--- src/rtl/alu_sequencer.sv ---
// Program sequencer for a small ALU: fetches instructions from a local program memory,
// issues operands from a 4-entry register file, waits the ALU latency and retires the result.
module alu_sequencer #(
  parameter int WIDTH   = 4,
  parameter int DEPTH   = 8,
  parameter int ALU_LAT = 2,
  localparam int AW     = $clog2(DEPTH),
  localparam int CW     = $clog2(ALU_LAT + 1)
) (
  input  logic             clk,
  input  logic             rst,
  input  logic             prog_we,
  input  logic [AW-1:0]    prog_addr,
  input  logic [7:0]       prog_data,
  input  logic             reg_we,
  input  logic [1:0]       reg_addr,
  input  logic [WIDTH-1:0] reg_data,
  input  logic [1:0]       rd_addr,
  output logic [WIDTH-1:0] rd_data,
  input  logic             start,
  input  logic             abort,
  output logic             busy,
  output logic             done,
  output logic [7:0]       alu_instr,
  output logic [WIDTH-1:0] alu_a,
  output logic [WIDTH-1:0] alu_b,
  input  logic [WIDTH-1:0] alu_result,
  output logic [WIDTH-1:0] out_data,
  output logic             out_valid
);

  typedef enum logic [2:0] {S_IDLE, S_FETCH, S_ISSUE, S_WAIT, S_WRITE, S_DONE} state_t;

  state_t           state_q, state_d;
  logic [AW-1:0]    pc_q, pc_d;
  logic [CW-1:0]    cnt_q, cnt_d;
  logic [7:0]       ir_q, ir_d;
  logic [7:0]       mem_q [DEPTH];
  logic [7:0]       mem_d [DEPTH];
  logic [WIDTH-1:0] regs_q [4];
  logic [WIDTH-1:0] regs_d [4];
  logic [7:0]       alu_instr_q, alu_instr_d;
  logic [WIDTH-1:0] alu_a_q, alu_a_d, alu_b_q, alu_b_d;
  logic [WIDTH-1:0] out_data_q, out_data_d;
  logic             out_valid_q, out_valid_d;
  logic             aborting;

  assign aborting = abort && (state_q != S_IDLE);

  always_ff @(posedge clk or posedge rst) begin
    if (rst) state_q <= S_IDLE;
    else     state_q <= state_d;
  end

  always_comb begin
    state_d = state_q;
    if (aborting) begin
      state_d = S_IDLE;
    end else begin
      case (state_q)
        S_IDLE:  if (start) state_d = S_FETCH;
        S_FETCH: state_d = S_ISSUE;
        S_ISSUE: state_d = S_WAIT;
        S_WAIT:  if (cnt_q == '0) state_d = S_WRITE;
        S_WRITE: state_d = (ir_q[0] || pc_q == AW'(DEPTH - 1)) ? S_DONE : S_FETCH;
        S_DONE:  state_d = S_IDLE;
        default: state_d = S_IDLE;
      endcase
    end
  end

  always_comb begin
    busy = (state_q != S_IDLE);
    done = (state_q == S_DONE) && !abort;
  end

  always_comb begin
    pc_d        = pc_q;
    cnt_d       = cnt_q;
    ir_d        = ir_q;
    mem_d       = mem_q;
    regs_d      = regs_q;
    alu_instr_d = alu_instr_q;
    alu_a_d     = alu_a_q;
    alu_b_d     = alu_b_q;
    out_data_d  = out_data_q;
    out_valid_d = 1'b0;
    if (aborting) begin
      // Abort drops any retiring result and rewinds the program.
      pc_d = '0;
    end else begin
      case (state_q)
        S_IDLE: begin
          if (prog_we) mem_d[prog_addr] = prog_data;
          if (reg_we)  regs_d[reg_addr] = reg_data;
          if (start)   pc_d = '0;
        end
        S_FETCH: ir_d = mem_q[pc_q];
        S_ISSUE: begin
          alu_instr_d = ir_q;
          alu_a_d     = regs_q[ir_q[4:3]];
          alu_b_d     = regs_q[ir_q[2:1]];
          cnt_d       = CW'(ALU_LAT - 1);
        end
        S_WAIT:  if (cnt_q != '0) cnt_d = cnt_q - CW'(1);
        S_WRITE: begin
          if (ir_q[7:5] == 3'd7) begin
            out_data_d  = alu_result;
            out_valid_d = 1'b1;
          end else begin
            regs_d[ir_q[4:3]] = alu_result;
          end
          pc_d = pc_q + AW'(1);
        end
        default: ;
      endcase
    end
  end

  always_ff @(posedge clk or posedge rst) begin
    if (rst) begin
      pc_q        <= '0;
      cnt_q       <= '0;
      ir_q        <= '0;
      alu_instr_q <= '0;
      alu_a_q     <= '0;
      alu_b_q     <= '0;
      out_data_q  <= '0;
      out_valid_q <= 1'b0;
      for (int i = 0; i < DEPTH; i++) mem_q[i] <= '0;
      for (int i = 0; i < 4; i++) regs_q[i] <= '0;
    end else begin
      pc_q        <= pc_d;
      cnt_q       <= cnt_d;
      ir_q        <= ir_d;
      alu_instr_q <= alu_instr_d;
      alu_a_q     <= alu_a_d;
      alu_b_q     <= alu_b_d;
      out_data_q  <= out_data_d;
      out_valid_q <= out_valid_d;
      mem_q       <= mem_d;
      regs_q      <= regs_d;
    end
  end

  assign rd_data   = regs_q[rd_addr];
  assign alu_instr = alu_instr_q;
  assign alu_a     = alu_a_q;
  assign alu_b     = alu_b_q;
  assign out_data  = out_data_q;
  assign out_valid = out_valid_q;

endmodule

--- config.mk ---
export PLATFORM = sky130hd
export DESIGN_NAME = alu_sequencer
export DESIGN_NICKNAME = d
export VERILOG_FILES = /design/src/rtl/alu_sequencer.sv
export SDC_FILE = /design/constraint.sdc
export NUM_CORES = 1
export LEC_CHECK = 0
export BUFFER_PORTS_ARGS = -buffer_cell sky130_fd_sc_hd__buf_4
export CORE_ASPECT_RATIO = 0.7
export CORE_UTILIZATION = 50
export DETAILED_ROUTE_END_ITERATION = 8
export PLACE_DENSITY_LB_ADDON = 0.08
export SKIP_LAST_GASP = 1
export SYNTH_ARGS = -nofsm -noshare
export SYNTH_HDL_FRONTEND = slang
export SYNTH_SLANG_ARGS = --single-unit
export TNS_END_PERCENT = 30
--- constraint.sdc ---
create_clock -name clk -period 3.2 [get_ports clk]
set_clock_uncertainty 0.2 [all_clocks]
set_input_delay 0.16 -clock clk [delete_from_list [all_inputs] [get_ports clk]]
set_output_delay 0.16 -clock clk [all_outputs]
set_load 0.05 [all_outputs]
Word-level counts from Yosys, hierarchy flattened
Cells that the tools add are included.

storage, ports and cells
  register bits = 117
  input port bits = 29
  output and inout bits = 27

operators by class
  $add $sub $neg = 2
  $lt $le $gt $ge = 9
  equality and inequality tests = 12
  mux-type cells = 37
  bitwise gates (word level) = 7
  reductions and logical operators = 22

operators by type and width
  cell                                                                          number
  64-bit bitwise mux                                                            1
  16-bit bitwise mux                                                            2
  16-bit 2-to-1 mux                                                             2
  4-bit 2-to-1 mux                                                              8
  16-bit case mux with 2 select lines                                           1
  4-bit binary-select mux with 2-bit select                                     3
  8-bit binary-select mux with 3-bit select                                     1
  8-bit demux with 3-bit select                                                 1
  8-bit 2-to-1 mux                                                              3
  3-bit 2-to-1 mux                                                              6
  4-bit demux with 2-bit select                                                 2
  3-bit case mux with 5 select lines                                            1
  3-bit == test, second input constant                                          4
  3-bit >= comparator, second input constant                                    4
  2-bit NOT with 3-bit output                                                   4
  3-bit AND reduction                                                           3
  4-bit >= comparator, second input constant                                    2
  3-bit NOT with 4-bit output                                                   2
  2-bit AND reduction                                                           4
  3-bit by 2-bit == test with 1-bit output, second input constant               2
  3-bit by 1-bit less-than comparator with 1-bit output, second input constant  2
  2-bit != test, second input constant                                          3
  3-bit != test, second input constant                                          2
  3-bit case mux with 2 select lines                                            1
  16 further kinds                                                              25

Depth between registers and ports, before layout
Gate-level depths: netlist of the first run.

  depth after elaboration = 8
  gate-level depth with buffers = 6
  gate-level depth less buffers = 5

Least setup slack after synthesis of the first run
OpenSTA, ideal clock, no wires.

  path type = reg2out
  start = register state_q[0]
  end = output done
  data arrival time = 2.149 ns
  path slack = 0.691 ns
  stages on the path, launching flop included = 3
  cells stage by stage = dfrtp_1 -> buf_2 -> nor4bb_1

on the way
  cells in the longest elaborated chain, start to end = 2

ends and longest elaborated chain
  element                 RTL line  text
  from (decl)             34        state_t state_q, state_d;
  from (signal assigned)  52        else state_q <= state_d;
  3-bit == test           74        done = (state_q == S_DONE) && !abort;
  1-bit logical AND       74
  to (decl)               23        output logic done,

No other way between the ends.

Worst setup path after layout of the first run
  start = register state_q[0]
  end = register mem_q[45] (netlist bit)

on the way
  cells in the longest elaborated chain, start to end = 4
  elaborated cells on any way between the ends = 5

ends and longest elaborated chain
  element                                 RTL line  text
  3-bit nonzero test                      48        assign aborting = abort && (state_q != S_IDLE);
  1-bit logical AND                       48
  1-bit NOT (no source line)              --
  3-bit AND reduction (no source line) *  --
  to (signal assigned)                    141       mem_q <= mem_d;
  to (decl)                               38        logic [7:0] mem_q [DEPTH];

Mark *: on every way between the ends. The rest lies on a longest branch, timed or not.
A chain may end at the register's enable or synchronous reset.

==> impl_metrics.py, run 1 <==
metrics = {
    "sta": {
        "worst_slew_pin_slew_ps": 790,
        "period_needed_ps": 2450,
        "fin_crit_sh_pct": 76.7,
        "rsz0062_at_grt": "no",
        "setup_viol": 0,
        "fin_setup_tns_ps": 0,
        "timing.slew.headroom_pct": 47.1,
        "max_freq_ghz": 0.407,
        "hold_viol": 0,
        "report.final.slew_viol_count": 0,
    },
    "clock_network": {
        "h-tree-depth": 4,
        "cts_inserted_buffers": 17,
        "cts.path.max_buffers": 2,
        "cts_tree": "done",
        "clkTransAtPathRegs_ps": 50,
        "clk-insertion-delay-late_ps": 400,
        "clock_sinks": 117,
        "cts_resized": 0,
        "root_buffer": "clkbuf_16",
    },
    "global_route": {
        "grt_use_total_pct": 23.9,
        "grt_max_degree": 66,
        "antenna_found_initial": 0,
        "grt_overflow": 0,
        "grt_pass1_vias": 3748,
        "grt_pass1_wl_um": 20600,
    },
    "synthesis": {
        "synth_enable_flop_cells": 0,
        "syn_area_per_cell_um2": 14.5,
        "ys_seq_area_share_pct": 52.0,
        "synth_seq_cells": 117,
        "ys_warn_count": 0,
        "synth_area_um2": 5640,
        "synth-main-ff-cell": "dfrtp_1",
        "synthArstFlopShare_pct": 100,
        "syn-instance-count": 389,
        "synth.net_count": 421,
        "yosysUniqueCellTypes": 44,
    },
    "critical_path": {
        "crit_type": "reg -> reg",
        "critPathArrivalTime_ps": 2540,
        "start_kind": "register",
        "path_max_fanout": 14,
        "endpoint_kind": "register",
        "required_ps": 3280,
    },
    "floorplanning": {
        "dieArea_um2": 11700,
        "die_y_um": 90.8,
        "coreArea_um2": 11000,
        "rows": 32,
        "floorplan.initialDensity_pct": 51.2,
        "io_pins": 56,
        "fp.dieW_um": 129,
    },
    "route": {
        "dr.pass1.iters": 4,
        "wl_um": 12500,
        "vias": 3658,
        "via_per_inst": 5.80,
        "antenna_left": 0,
        "drt-initial-drc-count": 238,
        "wl_per_cell_um": 19.8,
        "drc": 0,
    },
    "place": {
        "dp_hpwl_um": 8600,
        "post-place-cells": 581,
        "gp_congestion": 0.843,
        "portBuffers": 55,
    },
    "finish": {
        "fin_cells": 631,
        "layout.nets": 498,
        "mostFrequentLayoutCell": "dfrtp_1",
        "drive_gt1_share_pct": 46.0,
        "areaGrowthSynthToFinish_pct": 24.8,
        "antenna_cells": 0,
        "final_cell_mix": "dfrtp_1, mux2_2, buf_4, mux4_2, nor2_1",
        "final_util_pct": 63.9,
    },
    "run": {
        "cap_viol_max_count": 0,
    },
    "min_path": {
        "holdCritPathClass": "in -> reg",
    },
    "pwr": {
        "leakage_nw": 2.98,
        "peakVddDrop_uv": 533,
        "power-per-cell-area_nw_per_um2": 998,
    },
    "run_status": {
        "status": "finished clean",
    },
}
-- state kept, by name, indices dropped and copies added (netlist names), 4 cells and up --
register	cells
ir_q	8
alu_a	4
out_data	4
alu_instr	8
alu_b	4
regs_q	16
mem_q	64
-- per-stage QoR --
step           cell area (µm²)  hold slack, ps  worst slack (ps)  power, mW
3_3_place_gp              6180            71.4               807       4.82
6_report                  7030            24.2               745       7.02
3_5_place_dp              6180            89.2               744       4.89
4_1_cts                   7030            1.41               726       7.07
5_1_grt                   7030            30.5               622       7.36
2_1_floorplan             5640            30.9               691       4.27
-- cell families after synthesis --
group           share of synthesized area [%]
mux                                      29.6
flops                                    52.0
simple gates                             8.24
compound gates                           7.08
buf+inv                                  2.46
fa+ha+maj                               0.666
-- layout make-up --
| type | count | area (µm²) |
|---|---|---|
| multi-input combinational | 243 | 2570 |
| fill | 853 | 3980 |
| sequential | 117 | 2930 |
| clock buffer | 17 | 425 |
| tap | 153 | 191 |
| inverter | 8 | 33.8 |
| clock inverter | 14 | 234 |
| timing repair buffer | 79 | 653 |
-- synth_stat cells, types with 7 or more instances --
library cell / n / share of area (%)
dfrtp_1: 117 / 52
mux2_2: 84 / 17
mux4_2: 28 / 11
nor2_1: 20 / 1.3
a22oi_1: 14 / 1.9
buf_2: 12 / 1.1
o2bb2ai_1: 12 / 1.9
a21oi_1: 10 / 0.89
inv_1: 8 / 0.53
mux2i_1: 8 / 1.4
nand2_1: 7 / 0.47
nor3_1: 7 / 0.62
-- worst max-delay path: stages, from the launching register on --
cell      delay [ps]
dfrtp_1          550
nor4b_2          390
nand2b_1         280
nor3b_4          520
mux2_2           390
-- repair_timing --
item                      4_1_cts  5_1_grt
hold buffers                   19        0
buffers inserted                0        0
hold endpoints to repair      119        0
-- per-layer routing --
metal / part of all wire, % / wire length (µm) / vias up / global-route usage, %
met2: 44 / 5530 / 107 / 33.7
met1: 49 / 6130 / 1902 / 35.8
met3: 5.6 / 700 / 13 / 7.29
li1: - / - / 1636 / -
met4: 1.1 / 133 / 0 / 6.37
met5: 0 / 0 / - / 0
-- report_power, final --
part	switching, mW	internal, mW	total (mW)
registers	0.554	2.15	2.70
clock network	0.667	1.45	2.12
logic	1.07	1.13	2.20
total	2.29	4.73	7.02
-- worst paths after layout --
check	startpoint	cells past startpoint	end	slack, ps
setup / recovery	state_q[0]	4	mem_q[45]	750
hold / removal	reg_data[0]	4	regs_q[0]	20
setup reg to reg	state_q[0]	4	mem_q[45]	750
hold reg to reg	mem_q[1]	1	mem_q[1]	300
max in group asynchronous	rst	4	alu_instr[4]	1840
min in group asynchronous	rst	3	mem_q[63]	220
No activity file was read; power rests on OpenSTA's default activity.
==> run 2: changes to the inputs <==
clock period = 2.4 ns   (was 3.2 ns; I/O delays follow)
==> impl_metrics.py, run 2 (synthesis results as in run 1) <==
metrics = {
    "pwr": {
        "peakVddDrop_uv": 850,
        "clockPowerShare_pct": 26.9,
        "power_frac_comb_pct": 33.7,
        "power.switching_mw": 3.06,
        "internal_power_mw": 6.01,
        "power-per-cell-area_nw_per_um2": 1270,
        "seq_power_share_pct": 39.3,
        "swShare_pct": 33.7,
        "leakage_nw": 3.04,
    },
    "critical_path": {
        "reg2reg_slack_ps": 190,
        "path_max_fanout": 10,
        "crit_buf_inv": 1,
        "start_kind": "register",
        "crit_type": "reg -> reg",
        "rr_endpoint": "regs_q[3]",
        "critPathArrivalTime_ps": 2300,
        "cp.depth": 5,
        "max_stage_delay_ps": 570,
        "crit_chain": "buf_4, or3b_1, nor2_1, o21bai_1, o2bb2ai_1",
        "reg2reg_depth": 5,
        "r2r_start": "state_q[1]",
        "path_delay_family": "simple AND/OR/NAND/NOR gates",
        "required_ps": 2490,
        "endpoint_kind": "register",
        "cpMaxStageDelayCell": "or3b_1",
    },
    "finish": {
        "fin_cells": 648,
        "fillers": 817,
        "antenna_cells": 0,
        "layout.nets": 514,
        "top_register": "mem_q",
        "areaGrowthSynthToFinish_pct": 26.4,
        "reg_top3": "mem_q x64, regs_q x16",
        "largest_reg_flops": 64,
        "final_cell_mix": "dfrtp_1, mux2_2, buf_4, mux4_2, dlygate4sd3_1",
        "drive_gt1_share_pct": 46.7,
        "mostFrequentLayoutCell": "dfrtp_1",
    },
    "global_route": {
        "grtUsageMet3_pct": 6.93,
        "met2_usage_pct": 35.2,
        "busiest_layer": "met1",
        "grt_pass1_vias": 3820,
        "grt_use_met1_pct": 38.4,
        "grt_pass1_wl_um": 21200,
        "grt_max_degree": 35,
        "grt_overflow": 0,
        "antenna_found_initial": 0,
        "grt_use_total_pct": 25.1,
    },
    "sta": {
        "timing.slew.headroom_pct": 47.9,
        "hold_slack_ps": 34.7,
        "fin_setup_tns_ps": 0,
        "max_freq_ghz": 0.453,
        "period_needed_ps": 2210,
        "report.final.slew_viol_count": 0,
        "fin_crit_sh_pct": 92.0,
        "setup_viol": 0,
        "rsz0062_at_grt": "no",
        "worst_slew_pin_slew_ps": 782,
        "hold_viol": 0,
    },
    "run_status": {
        "status": "finished clean",
    },
    "place": {
        "post-place-cells": 595,
        "portBuffers": 55,
        "gp_congestion": 0.877,
        "dp_hpwl_um": 9060,
    },
    "route": {
        "dr.pass1.iters": 5,
        "drc": 0,
        "antenna_left": 0,
        "drt-initial-drc-count": 281,
        "vias": 3711,
        "wl_per_cell_um": 20.1,
        "via_per_inst": 5.73,
        "wl_um": 13000,
    },
    "clock_network": {
        "cts_inserted_buffers": 17,
        "clk-insertion-delay-late_ps": 410,
        "h-tree-depth": 4,
        "clock_sinks": 117,
        "clkTransAtPathRegs_ps": 50,
        "cts_setup_buffers": 0,
        "cts.path.max_buffers": 2,
        "cts_tree": "done",
        "root_buffer": "clkbuf_16",
    },
    "min_path": {
        "holdPathEnd": "mem_q[56]",
        "hold_start": "prog_addr[2]",
        "worstHoldPathCells": 3,
        "holdCritPathClass": "in -> reg",
    },
    "floorplanning": {
        "coreArea_um2": 11000,
        "dieArea_um2": 11700,
        "die_y_um": 90.8,
        "rows": 32,
        "floorplan.initialDensity_pct": 51.2,
        "io_pins": 56,
        "fp.dieW_um": 129,
    },
    "run": {
        "cap_viol_max_count": 0,
    },
}
## run 2: cell types whose count changed in the layout (fill, tap and decap cells not counted), sizes merged
| cell | change |
|---|---|
| clkinvlp | -1 |
| buf | +14 |
| dlygate4sd3 | +2 |
| clkbuf | +6 |
| bufinv | -4 |
## run 2: worst reg2reg max path, stage by stage (launching register included)
cell,delay [ps]
dfrtp_1,430
buf_4,200
or3b_1,570
nor2_1,330
o21bai_1,190
o2bb2ai_1,160
## run 2: metal layers
metal	part of all wire, %	vias up
met5	0	-
met4	0.69	0
met2	44	101
met3	4.8	10
met1	50	1924
li1	-	1676
## run 2: final cells by class
cell class | instances | area (µm²) | area share, %
clock buffer | 23 | 468 | 6.57
clock inverter | 9 | 103 | 1.44
inverter | 8 | 33.8 | 0.474
multi-input combinational | 243 | 2570 | 36.1
sequential | 117 | 2930 | 41.1
tap | 153 | 191 | 2.69
timing repair buffer | 95 | 828 | 11.6
## run 2: power groups by stage
stage	sequential [mW]	clock, mW	combinational (mW)
floorplan	3.73	0	1.96
global placement	3.53	0	2.98
detailed placement	3.59	0	3.03
CTS	3.57	2.48	3.08
global route	3.70	2.59	3.26
finish	3.57	2.44	3.06
## run 2: worst max path at each step
stage | start | end | slack (ps)
2_1_floorplan | state_q[0] | done | -70
3_3_place_gp | state_q[2] | mem_q[58] | 280
3_5_place_dp | state_q[0] | regs_q[2] | 250
4_1_cts | state_q[0] | regs_q[3] | 230
5_1_grt | state_q[1] | regs_q[0] | 100
6_report | state_q[1] | regs_q[3] | 190
## run 2: timing repair
action / 4_1_cts / 5_1_grt
gates resized for setup: 0 / 0
hold buffers: 21 / 0
endpoints found under the hold margin: 112 / 0
## run 2: per-stage QoR
step           utilization, %  total power [mW]  worst slack, ps  area [µm²]
2_1_floorplan               -              5.70            -69.5        5640
3_3_place_gp             57.6              6.51              283        6340
3_5_place_dp             57.6              6.62              245        6340
4_1_cts                  64.7              9.13              227        7120
5_1_grt                  64.7              9.55             97.2        7120
6_report                 64.7              9.07              191        7120
